==> src/rtl/heartbeat_scheduler.sv <==
`default_nettype none
// ============================================================================
// Module      : heartbeat_scheduler
// Description : Per-host FIX session timer. Counts ticks since the last send
//               and receive for each host, requests Heartbeats round-robin
//               (one outstanding at a time) and reports receive timeouts.
// Revision    : 1.0 - initial release
// ============================================================================
module heartbeat_scheduler #(
  parameter int         HOST_ADDR_WIDTH = 2,
  parameter int         TICK_DIV        = 1000,
  parameter int         HB_INT          = 30,
  parameter int         RX_TIMEOUT      = 36,
  parameter logic [3:0] HB_TYPE         = 4'd0
) (
  input  logic                       clk,
  input  logic                       rst,
  input  logic                       connected_i,
  input  logic [HOST_ADDR_WIDTH-1:0] conn_host_i,
  input  logic                       disconnect_i,
  input  logic [HOST_ADDR_WIDTH-1:0] disc_host_i,
  input  logic                       msg_sent_i,
  input  logic [HOST_ADDR_WIDTH-1:0] sent_host_i,
  input  logic                       msg_rcvd_i,
  input  logic [HOST_ADDR_WIDTH-1:0] rcvd_host_i,
  output logic                       req_o,
  output logic [HOST_ADDR_WIDTH-1:0] req_host_o,
  output logic [3:0]                 msg_type_o,
  input  logic                       grant_i,
  input  logic                       done_i,
  output logic                       timeout_o,
  output logic [HOST_ADDR_WIDTH-1:0] timeout_host_o,
  output logic                       busy_o
);

  localparam int N     = 2 ** HOST_ADDR_WIDTH;
  localparam int PRE_W = (TICK_DIV > 1) ? $clog2(TICK_DIV) : 1;

  localparam logic [PRE_W-1:0] C_PRE_MAX = PRE_W'(TICK_DIV - 1);
  localparam logic [7:0]       C_HB      = 8'(HB_INT);
  localparam logic [7:0]       C_RX      = 8'(RX_TIMEOUT);
  localparam logic [7:0]       C_SAT     = 8'hFF;

  typedef enum logic [1:0] {
    ST_IDLE = 2'd0,
    ST_REQ  = 2'd1,
    ST_WAIT = 2'd2
  } state_t;

  // --------------------------------------------------------------------------
  // Shared signals
  // --------------------------------------------------------------------------
  logic [PRE_W-1:0]           r_pre;
  logic                       w_tick;

  state_t                     r_state;
  state_t                     w_state_n;
  logic [HOST_ADDR_WIDTH-1:0] r_sel;
  logic [HOST_ADDR_WIDTH-1:0] w_sel_n;
  logic [HOST_ADDR_WIDTH-1:0] r_ptr;
  logic [HOST_ADDR_WIDTH-1:0] w_ptr_n;
  logic                       w_grant_fire;
  logic                       w_done_fire;
  logic                       w_found;
  logic [HOST_ADDR_WIDTH-1:0] w_pick;
  logic [HOST_ADDR_WIDTH-1:0] w_idx;

  logic [N-1:0]               w_act_n_vec;
  logic [N-1:0]               w_pend_vec;
  logic [N-1:0]               w_tof_vec;

  logic                       w_to_fire;
  logic [HOST_ADDR_WIDTH-1:0] w_to_host;
  logic                       r_to;
  logic [HOST_ADDR_WIDTH-1:0] r_to_host;

  // --------------------------------------------------------------------------
  // Prescaler: one logical second every TICK_DIV clocks
  // --------------------------------------------------------------------------
  assign w_tick = (r_pre == C_PRE_MAX);

  // Free-running prescaler that wraps on the tick cycle
  always_ff @(posedge clk) begin
    if (rst) begin
      r_pre <= '0;
    end else if (w_tick) begin
      r_pre <= '0;
    end else begin
      r_pre <= r_pre + 1'b1;
    end
  end

  // Transaction events that touch per-host state
  assign w_done_fire  = (r_state == ST_WAIT) && done_i;
  // A host lost this very cycle (disconnect or timeout) beats a grant
  assign w_grant_fire = (r_state == ST_REQ) && w_act_n_vec[r_sel] && grant_i;

  // --------------------------------------------------------------------------
  // Per-host session state
  // --------------------------------------------------------------------------
  for (genvar h = 0; h < N; h++) begin : g_host
    logic       w_conn;
    logic       w_disc;
    logic       w_sent;
    logic       w_rcvd;
    logic       w_srv_clr;
    logic       w_grant_clr;
    logic       w_tof_clr;
    logic [7:0] r_tx;
    logic [7:0] r_rx;
    logic [7:0] w_tx_n;
    logic [7:0] w_rx_n;
    logic [7:0] w_tx_inc;
    logic [7:0] w_rx_inc;
    logic       r_act;
    logic       r_pend;
    logic       r_tof;
    logic       w_act_n;
    logic       w_pend_n;
    logic       w_tof_n;

    assign w_conn      = connected_i  && (conn_host_i == HOST_ADDR_WIDTH'(h));
    assign w_disc      = disconnect_i && (disc_host_i == HOST_ADDR_WIDTH'(h));
    assign w_sent      = msg_sent_i   && (sent_host_i == HOST_ADDR_WIDTH'(h));
    assign w_rcvd      = msg_rcvd_i   && (rcvd_host_i == HOST_ADDR_WIDTH'(h));
    assign w_srv_clr   = w_done_fire  && (r_sel == HOST_ADDR_WIDTH'(h));
    assign w_grant_clr = w_grant_fire && (r_sel == HOST_ADDR_WIDTH'(h));
    assign w_tof_clr   = w_to_fire    && (w_to_host == HOST_ADDR_WIDTH'(h));

    // Counters saturate so a long-idle host never wraps back into range
    assign w_tx_inc = (r_tx == C_SAT) ? r_tx : r_tx + 8'd1;
    assign w_rx_inc = (r_rx == C_SAT) ? r_rx : r_rx + 8'd1;

    // Next-state of one host: connect > disconnect > counting on active hosts
    always_comb begin
      w_act_n  = r_act;
      w_tx_n   = r_tx;
      w_rx_n   = r_rx;
      w_pend_n = r_pend;
      w_tof_n  = r_tof;
      if (w_conn) begin
        w_act_n  = 1'b1;
        w_tx_n   = 8'd0;
        w_rx_n   = 8'd0;
        w_pend_n = 1'b0;
        w_tof_n  = 1'b0;
      end else if (w_disc) begin
        w_act_n  = 1'b0;
        w_pend_n = 1'b0;
      end else if (r_act) begin
        if (w_sent || w_srv_clr) begin
          w_tx_n = 8'd0;
        end else if (w_tick) begin
          w_tx_n = w_tx_inc;
        end
        if (w_rcvd) begin
          w_rx_n = 8'd0;
        end else if (w_tick) begin
          w_rx_n = w_rx_inc;
        end
        // Edge-detect on the threshold so saturation never re-triggers
        if ((w_rx_n == C_RX) && (r_rx != C_RX)) begin
          w_tof_n  = 1'b1;
          w_act_n  = 1'b0;
          w_pend_n = 1'b0;
        end else if ((w_tx_n == C_HB) && (r_tx != C_HB)) begin
          w_pend_n = 1'b1;
        end
      end
    end

    // Host registers; grant and timeout-report consume the flags
    always_ff @(posedge clk) begin
      if (rst) begin
        r_act  <= 1'b0;
        r_tx   <= 8'd0;
        r_rx   <= 8'd0;
        r_pend <= 1'b0;
        r_tof  <= 1'b0;
      end else begin
        r_act  <= w_act_n;
        r_tx   <= w_tx_n;
        r_rx   <= w_rx_n;
        r_pend <= w_pend_n && !w_grant_clr;
        r_tof  <= w_tof_n && !w_tof_clr;
      end
    end

    assign w_act_n_vec[h] = w_act_n;
    assign w_pend_vec[h]  = r_pend;
    assign w_tof_vec[h]   = r_tof;
  end

  // --------------------------------------------------------------------------
  // Timeout reporting: lowest-index flagged host first, one per cycle
  // --------------------------------------------------------------------------
  assign w_to_fire = |w_tof_vec;

  // Priority pick of the lowest flagged host
  always_comb begin
    w_to_host = '0;
    for (int i = N - 1; i >= 0; i--) begin
      if (w_tof_vec[i]) begin
        w_to_host = HOST_ADDR_WIDTH'(i);
      end
    end
  end

  // Registered pulse; the reported host is held until the next timeout
  always_ff @(posedge clk) begin
    if (rst) begin
      r_to      <= 1'b0;
      r_to_host <= '0;
    end else begin
      r_to <= w_to_fire;
      if (w_to_fire) begin
        r_to_host <= w_to_host;
      end
    end
  end

  // --------------------------------------------------------------------------
  // Request FSM
  // --------------------------------------------------------------------------
  // Round-robin search plus next-state decode
  always_comb begin
    w_state_n = r_state;
    w_sel_n   = r_sel;
    w_ptr_n   = r_ptr;
    w_found   = 1'b0;
    w_pick    = r_ptr;
    w_idx     = '0;
    for (int k = 0; k < N; k++) begin
      w_idx = r_ptr + HOST_ADDR_WIDTH'(k);
      if (!w_found && w_pend_vec[w_idx]) begin
        w_found = 1'b1;
        w_pick  = w_idx;
      end
    end
    case (r_state)
      ST_IDLE: begin
        if (w_found) begin
          w_state_n = ST_REQ;
          w_sel_n   = w_pick;
        end
      end
      ST_REQ: begin
        // Abandon without moving the pointer if the target went away
        if (!w_act_n_vec[r_sel]) begin
          w_state_n = ST_IDLE;
        end else if (grant_i) begin
          w_state_n = ST_WAIT;
        end
      end
      ST_WAIT: begin
        if (done_i) begin
          w_state_n = ST_IDLE;
          w_ptr_n   = r_sel + HOST_ADDR_WIDTH'(1);
        end
      end
      default: begin
        w_state_n = ST_IDLE;
      end
    endcase
  end

  // FSM state, selected host and round-robin pointer
  always_ff @(posedge clk) begin
    if (rst) begin
      r_state <= ST_IDLE;
      r_sel   <= '0;
      r_ptr   <= '0;
    end else begin
      r_state <= w_state_n;
      r_sel   <= w_sel_n;
      r_ptr   <= w_ptr_n;
    end
  end

  assign req_o          = (r_state == ST_REQ);
  assign req_host_o     = r_sel;
  assign msg_type_o     = (r_state == ST_REQ) ? HB_TYPE : 4'd0;
  assign busy_o         = (r_state != ST_IDLE);
  assign timeout_o      = r_to;
  assign timeout_host_o = r_to_host;

endmodule
`default_nettype wire
==> config.mk <==
export PLATFORM = sky130hd
export DESIGN_NAME = heartbeat_scheduler
export DESIGN_NICKNAME = d
export VERILOG_FILES = /design/src/rtl/heartbeat_scheduler.sv
export SDC_FILE = /design/constraint.sdc
export NUM_CORES = 1
export LEC_CHECK = 0
export BUFFER_PORTS_ARGS = -buffer_cell sky130_fd_sc_hd__buf_2
export CAP_MARGIN = 0
export CORE_MARGIN = 1.5
export CORE_UTILIZATION = 55
export CTS_CLUSTER_SIZE = 14
export DETAILED_ROUTE_END_ITERATION = 8
export PLACE_DENSITY = 0.71
export SYNTH_ARGS = -nofsm -noshare
export SYNTH_HDL_FRONTEND = slang
export SYNTH_SLANG_ARGS = --single-unit
==> constraint.sdc <==
create_clock -name clk -period 4.1 [get_ports clk]
set_input_delay 0.41 -clock clk [delete_from_list [all_inputs] [get_ports clk]]
set_output_delay 0.41 -clock clk [all_outputs]
set_load 0.005 [all_outputs]
==> results.cfg, run 1 <==
[pwr]
seq_power_share = 0.500
ir_worst_vdd_mv = 0.229
p_leak_nw = 2.26
internal-power_mw = 1.43
swShare = 0.234
power.switching_uw = 436
p_clk_frac = 0.448
p_per_area_nw_per_um2 = 274
p_comb_frac = 0.052

[drt]
dr.pass1.iters = 5
drc_errors = 0
wl_per_cell_um = 16.8
wirelength_mm = 16.9
drt-vias-per-instance = 6.42
vias = 6457
drt_iter0_markers = 525
postRouteAntennaNets = 0

[placement]
placedCellCount = 989
place_area_um2 = 6500
io_buffers = 22
hpwl_mm = 12.3
place_congestion = 0.916

[synth]
ys_seq_elements = 95
synth_fa_ha_area_frac = 0.0413
synthMuxAreaShare = 0.0193
synth_area_um2 = 6360
synthArstFlopShare = 0
avgSynthCellArea_um2 = 7.40
synth_edf_count = 0
synth_top_family_by_area = simple AND/OR/NAND/NOR gates
synth_compound_area_frac = 0.234
ys_warn_count = 0
yosysSeqAreaShare = 0.299
yosysUniqueCellTypes = 79
synth-xor-area-share = 0.0206
synthSimpleGateAreaFrac = 0.333
syn_inst = 860
synth_ff_type = dfxtp_1

[grt]
antenna_found_initial = 1
grt_pass1_vias = 5935
grtUsageTotal = 0.280
grt_max_degree = 29
grt.overflow.total = 0
grt_pass1_wl_mm = 28.5

[cells_and_area]
fin_nets = 894
multiInputGateArea_um2 = 4140
seq_area_um2 = 1900
layout_commonest_cell = nor2_1
final_cell_mix = nor2_1 (120), dfxtp_1 (95), a21oi_1 (87), nand2_1 (76), o21ai_0 (42)
fin_cells = 1005
drive_gt1_frac = 0.0825
fillers = 1077
postLayoutCellArea_um2 = 6800
syn_to_final_growth_pct = 6.78
final_util = 0.598

[timing]
final.setup.tns_ps = 0
finalHoldViolCount = 0
drv_slew = 0
worstMarginPinSlew_ps = 1210
finalSetupViolCount = 0
hold_slack_ps = 432
fmax_ghz = 0.304
period_needed_ps = 3290
skew_ps = 7.06
period_share = 0.803
slew_headroom = 0.183
grt_setup_unrepaired = no

[critical_path]
worstPathArrival_ps = 3530
required_ps = 4340
worst_setup_path_start_kind = flip-flop
cp-end-kind = flip-flop
path_class = flip-flop to flip-flop
cp_max_fo = 28

[clock_tree]
htree_levels = 3
cts.sinks = 95
cts_tree = done
ctsResizeCount = 0
cts_buffers = 9
clock_latency_ps = 350
clockBufferDepth = 2
cts-root-buf = clkbuf_16
cts-hold-fix-buffers = 0
post_cts_buffers = 0
clkTransAtPathRegs_ps = 70

[min_path]
hp-class = primary input to flip-flop

[floorplanning]
dieHeight_um = 111
core_um2 = 11400
die_area_um2 = 12200
start_util = 0.560
rows = 39
die_w_um = 111
io_pins = 27

[run]
max_cap_violations = 0

[run_status]
status = completed
==> power groups by stage <==
| stage | registers (mW) | clock network, mW | logic [mW] |
|---|---|---|---|
| 6_report | 0.931 | 0.835 | 0.0967 |
| 3_3_place_gp | 0.952 | 0 | 0.0955 |
| 3_5_place_dp | 0.952 | 0 | 0.0964 |
| 4_1_cts | 0.931 | 0.851 | 0.0963 |
| 5_1_grt | 0.931 | 0.895 | 0.107 |
| 2_1_floorplan | 0.951 | 0 | 0.0643 |
==> metrics by stage <==
stage                     total power, mW  setup WS (ps)
after floorplan                      1.02           1340
after global placement               1.05           1030
after detailed placement             1.05            857
after CTS                            1.88            822
after global routing                 1.93            550
final                                1.86            810
==> state kept, by name (all words and copies together) (netlist names) <==
register        count
g_host.r_act        4
r_pre              10
g_host.r_tof        4
g_host.r_tx        32
req_host_o          2
g_host.r_rx        32
g_host.r_pend       4
timeout_o           1
timeout_host_o      2
r_state             2
r_ptr               2
==> cells in the mapped netlist, drive strengths merged (7+ instances only) <==
master    n  share of area
and2      9         0.0088
nand2b    7         0.0069
or2       7         0.0069
a41oi     7         0.0096
nand2    76          0.045
nor3     39          0.032
a21oi    87          0.068
nor4     14          0.016
nor3b     7          0.010
dfxtp    95           0.30
o21ai    45          0.035
ha       21          0.041
a211oi   10          0.012
or3       9         0.0088
and3     12          0.012
nor2    120          0.071
nand4    24          0.024
and4      9          0.012
a31oi    15          0.017
xnor2     7         0.0096
inv      32          0.019
nand3    42          0.034
xor2      8          0.011
clkbuf   28          0.017
buf      17          0.017
a22oi    10          0.012
mux2i    10          0.016
==> path summary, 6_finish.rpt <==
| kind | to | slack, ps | start | depth (start not counted) |
|---|---|---|---|---|
| min reg2reg | g_host[3].r_pend$_SDFF_PP0_ | 470 | g_host[3].r_act$_SDFF_PP0_ | 1 |
| max | g_host[1].r_pend$_SDFF_PP0_ | 810 | r_pre[5]$_SDFF_PP0_ | 9 |
| max reg2reg | g_host[1].r_pend$_SDFF_PP0_ | 810 | r_pre[5]$_SDFF_PP0_ | 9 |
| min | r_state[0]$_SDFFE_PP0P_ | 430 | grant_i | 4 |
==> worst max-delay path, stage by stage, from the launching register on <==
cell,delay [ps]
dfxtp_1,510
nor3b_4,500
nand3_2,130
buf_4,280
o31a_1,360
a2111oi_2,330
nand4_1,210
o221ai_2,240
a31oi_2,220
a2111oi_2,410
==> cell families after synthesis <==
| kind of cell | Yosys count |
|---|---|
| muxes | 12 |
| xor gates and xnor gates | 15 |
| DFF | 95 |
| other | 1 |
| AOI/OAI and AO/OA | 229 |
| buffers and inverters | 77 |
| and+or+nand+nor | 410 |
| adders and majority gates | 21 |
==> area by class of cell <==
type	instances	share of cell area
Multi-Input combinational cell	691	0.610
Sequential cell	95	0.280
Clock buffer	13	0.0412
Tap cell	143	0.0263
Timing Repair Buffer	28	0.0228
Inverter	32	0.0177
Clock inverter	2	0.00203
Antenna cell	1	0.000368
==> metal layers <==
layer | vias up | track usage | share of wire
li1 | 3165 | - | -
met1 | 3036 | 0.360 | 0.45
met2 | 210 | 0.458 | 0.47
met3 | 46 | 0.0401 | 0.053
met4 | 0 | 0.141 | 0.034
met5 | - | 0 | 0
No activity file was read; power rests on OpenSTA's default activity.
==> run 2, diff against run 1 <==
==> constraint.sdc (replaced) <==
create_clock -name clk -period 3.2 [get_ports clk]
set_input_delay 0.32 -clock clk [delete_from_list [all_inputs] [get_ports clk]]
set_output_delay 0.32 -clock clk [all_outputs]
set_load 0.005 [all_outputs]
==> results.cfg, run 2 (synthesized netlist as in run 1, its figures left out) <==
[clock_tree]
cts_buffers = 9
cts_tree = done
cts-hold-fix-buffers = 0
clock_latency_ps = 350
clockBufferDepth = 2
htree_levels = 3
clkTransAtPathRegs_ps = 60
cts-root-buf = clkbuf_16
cts.sinks = 95

[timing]
hold_slack_ps = 350
drv_slew = 0
skew_ps = 6.27
finalHoldViolCount = 0
setup_slack_ps = 243
slew_headroom = 0.197
final.setup.tns_ps = 0
finalSetupViolCount = 0
fmax_ghz = 0.338
period_needed_ps = 2960
worstMarginPinSlew_ps = 1190
period_share = 0.924

[critical_path]
required_ps = 3450
path_cells = ha_1, and3_1, buf_4, a41o_1, o311ai_0, nor4_1, nand4_1, o221ai_2, a31oi_4, a2111oi_2
regToRegSetupSlack_ps = 240
worst_setup_path_start_kind = flip-flop
path_class = flip-flop to flip-flop
worstPathArrival_ps = 3210
r2r-end = g_host[0].r_pend$_SDFF_PP0_
cp_max_fo = 8
worst_path_max_delay_cell = dfxtp_1
r2r_cells = 10
cp-end-kind = flip-flop
cpPeakStageDelay_ps = 380
r2r-start = r_pre[0]$_SDFF_PP0_

[floorplanning]
dieHeight_um = 111
io_pins = 27
die_w_um = 111
die_area_um2 = 12200
core_um2 = 11400
rows = 39
start_util = 0.560

[placement]
place_area_um2 = 6610
io_buffers = 22
place_congestion = 0.939
hpwl_mm = 13.0
pre_cts_slack_ps = 228

[cells_and_area]
final_util = 0.611
multiInputGateArea_um2 = 4150
seq_area_um2 = 1900
fin_nets = 912
final_cell_mix = nor2_1 (120), dfxtp_1 (94), a21oi_1 (87), nand2_1 (76), o21ai_0 (42)
fillers = 1030
layout_commonest_cell = nor2_1
postLayoutCellArea_um2 = 6950
antenna_cells = 0
drive_gt1_frac = 0.101
reg_top3 = g_host.r_rx x32, g_host.r_tx x32, r_pre x10
syn_to_final_growth_pct = 9.12

[drt]
drt-vias-per-instance = 6.43
postRouteAntennaNets = 0
vias = 6568
wirelength_mm = 17.7
wl_per_cell_um = 17.3
dr.pass1.iters = 5
drc_errors = 0
drt_iter0_markers = 538

[grt]
antenna_found_initial = 0
grt_max_degree = 21
grt.overflow.total = 0
grt_pass1_wl_mm = 29.6
grtUsageTotal = 0.293
grt_pass1_vias = 6195

[pwr]
ir_worst_vdd_mv = 0.223
p_leak_nw = 2.36
p_per_area_nw_per_um2 = 352

[min_path]
hp-start = done_i
min_to = r_state[1]$_SDFFE_PP0P_
min_path_cells = 3
hp-class = primary input to flip-flop

[run]
max_cap_violations = 0

[run_status]
status = completed
==> run 2: stage by stage <==
step / std cells / power, mW
finish: 1021 / 2.45
global placement: 1004 / 1.34
CTS: 1018 / 2.47
floorplan: 863 / 1.30
detailed placement: 1004 / 1.35
global route: 1021 / 2.53
==> run 2: routing by layer <==
| metal | global-route usage | part of all wire | up-vias | routed length [µm] |
|---|---|---|---|---|
| met3 | 0.0450 | 0.056 | 43 | 993 |
| met1 | 0.369 | 0.44 | 3085 | 7720 |
| met2 | 0.490 | 0.48 | 244 | 8390 |
| met5 | 0 | 0 | - | 0 |
| met4 | 0.143 | 0.032 | 0 | 558 |
| li1 | - | - | 3196 | - |
==> run 2: worst max path at each step <==
| stage | startpoint | endpoint | slack, ps |
|---|---|---|---|
| CTS | r_pre[0]$_SDFF_PP0_ | g_host[1].r_pend$_SDFF_PP0_ | 200 |
| global route | r_pre[0]$_SDFF_PP0_ | g_host[0].r_pend$_SDFF_PP0_ | -0.1 |
| detailed placement | r_pre[0]$_SDFF_PP0_ | g_host[1].r_pend$_SDFF_PP0_ | 230 |
| global placement | g_host[1].r_rx[0]$_SDFFE_PP0P_ | g_host[0].r_pend$_SDFF_PP0_ | 300 |
| finish | r_pre[0]$_SDFF_PP0_ | g_host[0].r_pend$_SDFF_PP0_ | 240 |
| floorplan | r_pre[0]$_SDFF_PP0_ | g_host[0].r_pend$_SDFF_PP0_ | 440 |
==> run 2: area by class of cell <==
class,count,share of cell area
clock buffer,9,0.0324
inverter,32,0.0173
timing repair buffer,46,0.0418
sequential,95,0.274
clock inverter,5,0.0108
multi-input combinational,691,0.598
tap,143,0.0258
==> run 2: worst max-delay path, delay by kind of cell, from the launching register on <==
family / cells / cell delay (ps)
flip-flops: 1 / 380
AO/OA/AOI/OAI: 5 / 1230
AND/OR/NAND/NOR: 3 / 820
adder cells (fa/ha/maj): 1 / 240
buffers and inverters: 1 / 180
==> run 2: power breakdown <==
group | switching (mW) | leakage (nW) | total, mW | internal (mW)
sequential | 0.00547 | 0.766 | 1.19 | 1.19
clock | 0.453 | 0.151 | 1.12 | 0.672
combinational | 0.0948 | 1.44 | 0.129 | 0.0345
==> run 2: what timing repair did <==
| item | CTS | global route |
|---|---|---|
| resized for setup | 0 | 2 |
| buffers inserted | 0 | 3 |
| hold endpoints to repair | 0 | 0 |
| endpoints found under the setup margin | 0 | 3 |
